[src/rtl/game_reg_writer.sv]
// Shadow register file for game display state, committed to an Avalon-MM byte
// register block once per frame. Only bytes touched since the last commit are sent.
module game_reg_writer #(
  parameter int MAX_BULLETS = 5,
  parameter int NREGS       = 8 + 4 * MAX_BULLETS
) (
  input  logic                   clk,
  input  logic                   reset_n,
  input  logic                   frame_tick,
  input  logic                   bg_we,
  input  logic [23:0]            bg_rgb,
  input  logic                   ship_we,
  input  logic [10:0]            ship_x,
  input  logic [9:0]             ship_y,
  input  logic                   bullet_we,
  input  logic [2:0]             bullet_idx,
  input  logic [10:0]            bullet_x,
  input  logic [9:0]             bullet_y,
  input  logic                   active_we,
  input  logic [MAX_BULLETS-1:0] bullet_active,
  output logic [4:0]             address,
  output logic [7:0]             writedata,
  output logic                   write,
  output logic                   chipselect,
  input  logic                   waitrequest,
  output logic                   busy,
  output logic                   done,
  output logic                   overrun,
  input  logic                   clr_overrun,
  output logic [1:0]             dbg_state
);

  localparam logic [1:0] S_IDLE  = 2'd0;
  localparam logic [1:0] S_SCAN  = 2'd1;
  localparam logic [1:0] S_WRITE = 2'd2;
  localparam int         REG_ACT = 7 + 4 * MAX_BULLETS;

  // Handshake: a byte transfer completes on a rising edge where write=1 and
  // waitrequest=0; address/writedata are held unchanged until that edge.

  logic [1:0]       r_state;
  logic [7:0]       r_shadow [NREGS];
  logic [7:0]       r_buf    [NREGS];
  logic [NREGS-1:0] r_dirty;
  logic [NREGS-1:0] r_pend;
  logic [4:0]       r_addr;
  logic [7:0]       r_wdata;
  logic             r_write;
  logic             r_done;
  logic             r_overrun;

  logic [NREGS-1:0] w_we_mask;
  logic             w_snap;
  logic             w_found;
  logic [4:0]       w_idx;
  logic [7:0]       w_data;

  assign w_snap = (r_state == S_IDLE) && frame_tick;

  always_comb begin
    w_we_mask = '0;
    if (bg_we)   w_we_mask[2:0] = 3'b111;
    if (ship_we) w_we_mask[6:3] = 4'hF;
    for (int b = 0; b < MAX_BULLETS; b++) begin
      if (bullet_we && int'(bullet_idx) == b) w_we_mask[7+4*b +: 4] = 4'hF;
    end
    if (active_we) w_we_mask[REG_ACT] = 1'b1;
  end

  // Lowest pending index wins because the loop runs downward.
  always_comb begin
    w_found = 1'b0;
    w_idx   = 5'd0;
    w_data  = 8'd0;
    for (int i = NREGS - 1; i >= 0; i--) begin
      if (r_pend[i]) begin
        w_found = 1'b1;
        w_idx   = i[4:0];
        w_data  = r_buf[i];
      end
    end
  end

  always_ff @(posedge clk or negedge reset_n) begin
    if (!reset_n) begin
      for (int i = 0; i < NREGS; i++) r_shadow[i] <= 8'h00;
      r_shadow[2] <= 8'h20;
      r_shadow[3] <= 8'hC8;
      r_shadow[5] <= 8'hF0;
    end else begin
      if (bg_we) begin
        r_shadow[0] <= bg_rgb[23:16];
        r_shadow[1] <= bg_rgb[15:8];
        r_shadow[2] <= bg_rgb[7:0];
      end
      if (ship_we) begin
        r_shadow[3] <= ship_x[7:0];
        r_shadow[4] <= {5'b0, ship_x[10:8]};
        r_shadow[5] <= ship_y[7:0];
        r_shadow[6] <= {6'b0, ship_y[9:8]};
      end
      for (int b = 0; b < MAX_BULLETS; b++) begin
        if (bullet_we && int'(bullet_idx) == b) begin
          r_shadow[7+4*b]  <= bullet_x[7:0];
          r_shadow[8+4*b]  <= {5'b0, bullet_x[10:8]};
          r_shadow[9+4*b]  <= bullet_y[7:0];
          r_shadow[10+4*b] <= {6'b0, bullet_y[9:8]};
        end
      end
      if (active_we) r_shadow[REG_ACT] <= 8'(bullet_active);
    end
  end

  // The snapshot takes the pre-edge shadow, so same-cycle updates wait a frame.
  always_ff @(posedge clk or negedge reset_n) begin
    if (!reset_n) begin
      for (int i = 0; i < NREGS; i++) r_buf[i] <= 8'h00;
      r_dirty <= '1;
    end else begin
      if (w_snap) begin
        for (int i = 0; i < NREGS; i++) r_buf[i] <= r_shadow[i];
      end
      r_dirty <= (w_snap ? '0 : r_dirty) | w_we_mask;
    end
  end

  always_ff @(posedge clk or negedge reset_n) begin
    if (!reset_n) begin
      r_state <= S_IDLE;
      r_pend  <= '0;
      r_addr  <= 5'd0;
      r_wdata <= 8'd0;
      r_write <= 1'b0;
      r_done  <= 1'b0;
    end else begin
      r_done <= 1'b0;
      case (r_state)
        S_IDLE: begin
          if (frame_tick) begin
            r_pend  <= r_dirty;
            r_state <= S_SCAN;
          end
        end
        S_SCAN: begin
          if (!w_found) begin
            r_done  <= 1'b1;
            r_state <= S_IDLE;
          end else begin
            r_addr  <= w_idx;
            r_wdata <= w_data;
            r_write <= 1'b1;
            r_state <= S_WRITE;
          end
        end
        S_WRITE: begin
          if (!waitrequest) begin
            r_pend[r_addr] <= 1'b0;
            r_write        <= 1'b0;
            r_state        <= S_SCAN;
          end
        end
        default: r_state <= S_IDLE;
      endcase
    end
  end

  // A set in the same cycle as a clear wins.
  always_ff @(posedge clk or negedge reset_n) begin
    if (!reset_n)                          r_overrun <= 1'b0;
    else if (frame_tick && r_state != S_IDLE) r_overrun <= 1'b1;
    else if (clr_overrun)                  r_overrun <= 1'b0;
  end

  assign address    = r_addr;
  assign writedata  = r_wdata;
  assign write      = r_write;
  assign chipselect = r_write;
  assign busy       = (r_state != S_IDLE);
  assign done       = r_done;
  assign overrun    = r_overrun;
  assign dbg_state  = r_state;

endmodule

[config.mk]
export PLATFORM = sky130hd
export DESIGN_NAME = game_reg_writer
export DESIGN_NICKNAME = d
export VERILOG_FILES = /design/src/rtl/game_reg_writer.sv
export SDC_FILE = /design/constraint.sdc
export NUM_CORES = 1
export LEC_CHECK = 0
export ABC_AREA = 1
export BUFFER_PORTS_ARGS = -buffer_cell sky130_fd_sc_hd__buf_2
export CORE_ASPECT_RATIO = 1.5
export CORE_MARGIN = 4
export CORE_UTILIZATION = 55
export CTS_CLUSTER_DIAMETER = 60
export DETAILED_ROUTE_END_ITERATION = 8
export PLACE_DENSITY = 0.76
export SLEW_MARGIN = 20
export SYNTH_ARGS = -nofsm -noshare
export SYNTH_HDL_FRONTEND = slang
export SYNTH_SLANG_ARGS = --single-unit
[constraint.sdc]
create_clock -name clk -period 2.2 [get_ports clk]
set_clock_uncertainty 0.2 [all_clocks]
set_input_delay 0.11 -clock clk [delete_from_list [all_inputs] [get_ports clk]]
set_output_delay 0.11 -clock clk [all_outputs]
set_load 0.05 [all_outputs]
==> impl_metrics.env <==
export IMPL_status="finished, violations left"
export IMPL_violations="negative setup slack"
export IMPL_irDropWorstVdd_mv=1.03
export IMPL_r2r_start="r_pend[23]"
export IMPL_numCtsBuffers=36
export IMPL_fin_util=0.721
export IMPL_grt_overflow=0
export IMPL_dr_pass1_iters=7
export IMPL_grt_pass1_vias=15400
export IMPL_std_cell_rows=76
export IMPL_arrival_ns=2.68
export IMPL_wl_per_cell_um=18.9
export IMPL_critPathMaxFanout=7
export IMPL_worstSetupEndpointType="flop"
export IMPL_hold_violations=0
export IMPL_top_layer_used="met4"
export IMPL_place_inst=2421
export IMPL_viasPerCell=5.52
export IMPL_syn_inst=1929
export IMPL_synth_fp_nets=2012
export IMPL_min_delay_start="bullet_idx[0]"
export IMPL_worst_pin_slew_ns=0.626
export IMPL_leakagePower_nw=10.4
export IMPL_cp_top_family="simple AND/OR/NAND/NOR gates"
export IMPL_place_gp_congestion=0.930
export IMPL_antenna_found_initial=2
export IMPL_drt_met1_wl_mm=17.8
export IMPL_port_buffers=102
export IMPL_cap_violations=0
export IMPL_clkSinkCount=384
export IMPL_coreArea_sq_um=28900
export IMPL_vias=14700
export IMPL_crit_type="flop to flop"
export IMPL_slowest_stage="dfrtp_1"
export IMPL_setup_violations_final=8
export IMPL_synth_area_sq_um=16200
export IMPL_start_util=0.562
export IMPL_fmax_ghz=0.413
export IMPL_tns_ns=-1.28
export IMPL_crit_top_cell="nand2_1"
export IMPL_die_w_um=148
export IMPL_die_area_sq_um=32400
export IMPL_nets=2322
export IMPL_ys_types=39
export IMPL_grtUsageTotal=0.316
export IMPL_area_growth_pct=28.4
export IMPL_yosysWarnings=0
export IMPL_syn_area_per_cell_sq_um=8.42
export IMPL_start_kind="flop"
export IMPL_rsz0062_at_grt="yes"
export IMPL_grt_pass1_wl_mm=79.8
export IMPL_holdPathStages=4
export IMPL_hold_class="input port to flop"
export IMPL_finalCritPeriodShare=1.10
export IMPL_route_met3_wl_mm=2.62
export IMPL_power_total_mw=27.7
export IMPL_layout_drive_gt1_share=0.159
export IMPL_cts_htree_levels=2
export IMPL_worst_r2r_endpoint="writedata[7]"
export IMPL_rrSetupSlack_ns=-0.22
export IMPL_synth_top_area_share=0.536
export IMPL_cellPowerDensity_nw_per_um2=1330
export IMPL_die_h_um=219
export IMPL_crit_required_ns=2.46
export IMPL_synth_top_area_cell="dfrtp_1"
export IMPL_hpwl_mm=32.1
export IMPL_timing_slew_headroom=0.582
export IMPL_drtIter0Drc=1181
export IMPL_synthTopCellsByArea="dfrtp_1 (54%), nand2_1 (17%), o21ai_0 (7.9%)"
export IMPL_final_min_clock_period_ns=2.42
export IMPL_clock_latency_ns=0.54
export IMPL_r2r_cells=25
export IMPL_ioPinCount=103
export IMPL_cpPeakStageDelay_ns=0.41
export IMPL_ant_nets=0
export IMPL_drc_errors=0
export IMPL_grt_max_degree=85
export IMPL_fin_ws_ns=-0.221
export IMPL_crit_buf_inv=1
export IMPL_cts_root_buffer="clkbuf_16"
export IMPL_routed_wl_met2_mm=26.0
export IMPL_clock_path_buffers=3
export IMPL_ys_seq_area_frac=0.594
export IMPL_path_clk_slew_ns=0.06
export IMPL_hold_path_end="r_dirty[20]"
export IMPL_wl_mm=50.3
export IMPL_cts_tree="done"
export IMPL_final_max_slew_violation_count=0
export IMPL_instances_no_fill=2659
export IMPL_yosys_register_bits=384
==> cells by family after synthesis <==
group                  share of synthesized area
and+or+nand+nor                            0.203
AOI/OAI and AO/OA                          0.135
buffers and inverters                     0.0678
DFF                                        0.594
==> layout by cell type (no fill, tap or decap), types with 4 or more instances in the layout <==
master	netlist	routed
clkbuf_8	0	6
clkbuf_1	81	9
a21oi_2	2	5
dfstp_2	36	36
clkinv_2	0	6
buf_2	11	100
o21ai_0	258	257
dfrtp_1	348	341
inv_1	172	171
o22ai_2	0	4
buf_12	0	12
clkbuf_16	0	37
dlygate4sd3_1	0	162
a211oi_1	10	10
nand2_2	0	7
o211ai_1	4	4
nor3_1	10	10
inv_2	10	6
nand2_1	751	742
inv_4	1	4
nor2_1	65	58
a221oi_1	13	11
o22ai_1	16	12
buf_4	2	90
dfrtp_2	0	7
a21oi_1	43	40
nand3_1	19	17
o21ai_1	52	53
nor2_4	3	7
==> state kept, by name, indices dropped and copies added (netlist names) <==
register and cells:
r_buf 155, r_shadow 155, r_dirty 28, r_pend 28, writedata 8, address 5
dbg_state 2, chipselect 1, done 1, overrun 1
==> layout make-up <==
class	instances	area, sq um
Antenna cell	2	5.00
Tap cell	390	488
Sequential cell	384	9660
Fill cell	2071	8050
Clock inverter	14	161
Inverter	186	724
Multi-Input combinational cell	1263	5680
Clock buffer	52	1040
Timing Repair Buffer	368	3090
==> routing by layer <==
metal / GRT usage / vias to the layer above
met5: 0 / -
met4: 0.213 / 0
met3: 0.0421 / 209
met2: 0.559 / 616
met1: 0.353 / 7136
li1: - / 6714
==> cells in the mapped netlist, drive strengths merged <==
cell type / number
a21oi: 45
o2111ai: 2
a21boi: 1
buf: 15
nand4: 1
a211oi: 10
o211ai: 4
a311oi: 1
nor3: 10
dfstp: 36
nor2: 69
a31oi: 1
o311ai: 1
o221a: 1
o22ai: 16
o31ai: 1
dfrtp: 348
a221oi: 13
or2: 3
clkinv: 3
clkbuf: 81
nand2: 752
nor4: 1
o21bai: 1
nand3: 19
o221ai: 1
inv: 183
o21ai: 310
==> through the flow <==
stage / area (sq um) / hold WS, ns / setup slack [ns]
after floorplan: 16300 / -0.386 / 0.0371
after global placement: 17700 / -0.0302 / -0.295
after detailed placement: 17700 / -0.0240 / -0.363
after CTS: 20700 / 0.000821 / -0.222
after global routing: 20900 / 0.0523 / -0.539
final: 20900 / 0.0211 / -0.221
==> power breakdown <==
group | switching (mW) | internal (mW) | leakage, nW | total (mW)
clock network | 2.74 | 3.68 | 0.589 | 6.42
logic | 6.53 | 3.64 | 5.02 | 10.2
registers | 1.65 | 9.43 | 4.75 | 11.1
total | 10.9 | 16.7 | 10.4 | 27.7
==> how the worst max path moves through the flow <==
stage | cells after the start | slack [ns] | start | endpoint
2_1_floorplan | 28 | 0.04 | r_pend[23] | writedata[4]
3_3_place_gp | 25 | -0.29 | r_pend[23] | writedata[7]
3_5_place_dp | 25 | -0.36 | r_pend[23] | writedata[7]
4_1_cts | 25 | -0.22 | r_pend[23] | writedata[7]
5_1_grt | 25 | -0.54 | r_pend[23] | writedata[5]
6_report | 25 | -0.22 | r_pend[23] | writedata[7]
==> worst register-to-register path, stage by stage (launching register included) <==
cell	delay, ns
dfrtp_1	0.41
clkinv_4	0.08
nand2_4	0.08
o22ai_2	0.10
nand2_1	0.07
o21ai_1	0.07
nand2_1	0.07
o21ai_1	0.07
nand2_1	0.08
nand2_1	0.06
nand2_1	0.05
nand2_1	0.05
nand2_1	0.04
nand2_1	0.06
nand2_1	0.05
nand2_1	0.08
nand2_1	0.05
nand2_1	0.05
nand2_1	0.07
nand2_2	0.10
nand2_1	0.06
nand2_1	0.05
nand2_1	0.06
nand2_1	0.08
nand2_2	0.09
a21oi_2	0.14
==> repair_timing <==
item / in CTS / in global routing
gates resized for setup: 16 / 42
pin swaps: 3 / 14
setup buffers: 5 / 3
endpoints found under the hold margin: 524 / 0
endpoints found under the setup margin: 25 / 28
hold buffers: 164 / 0
Power figures use the tool's default switching activity.
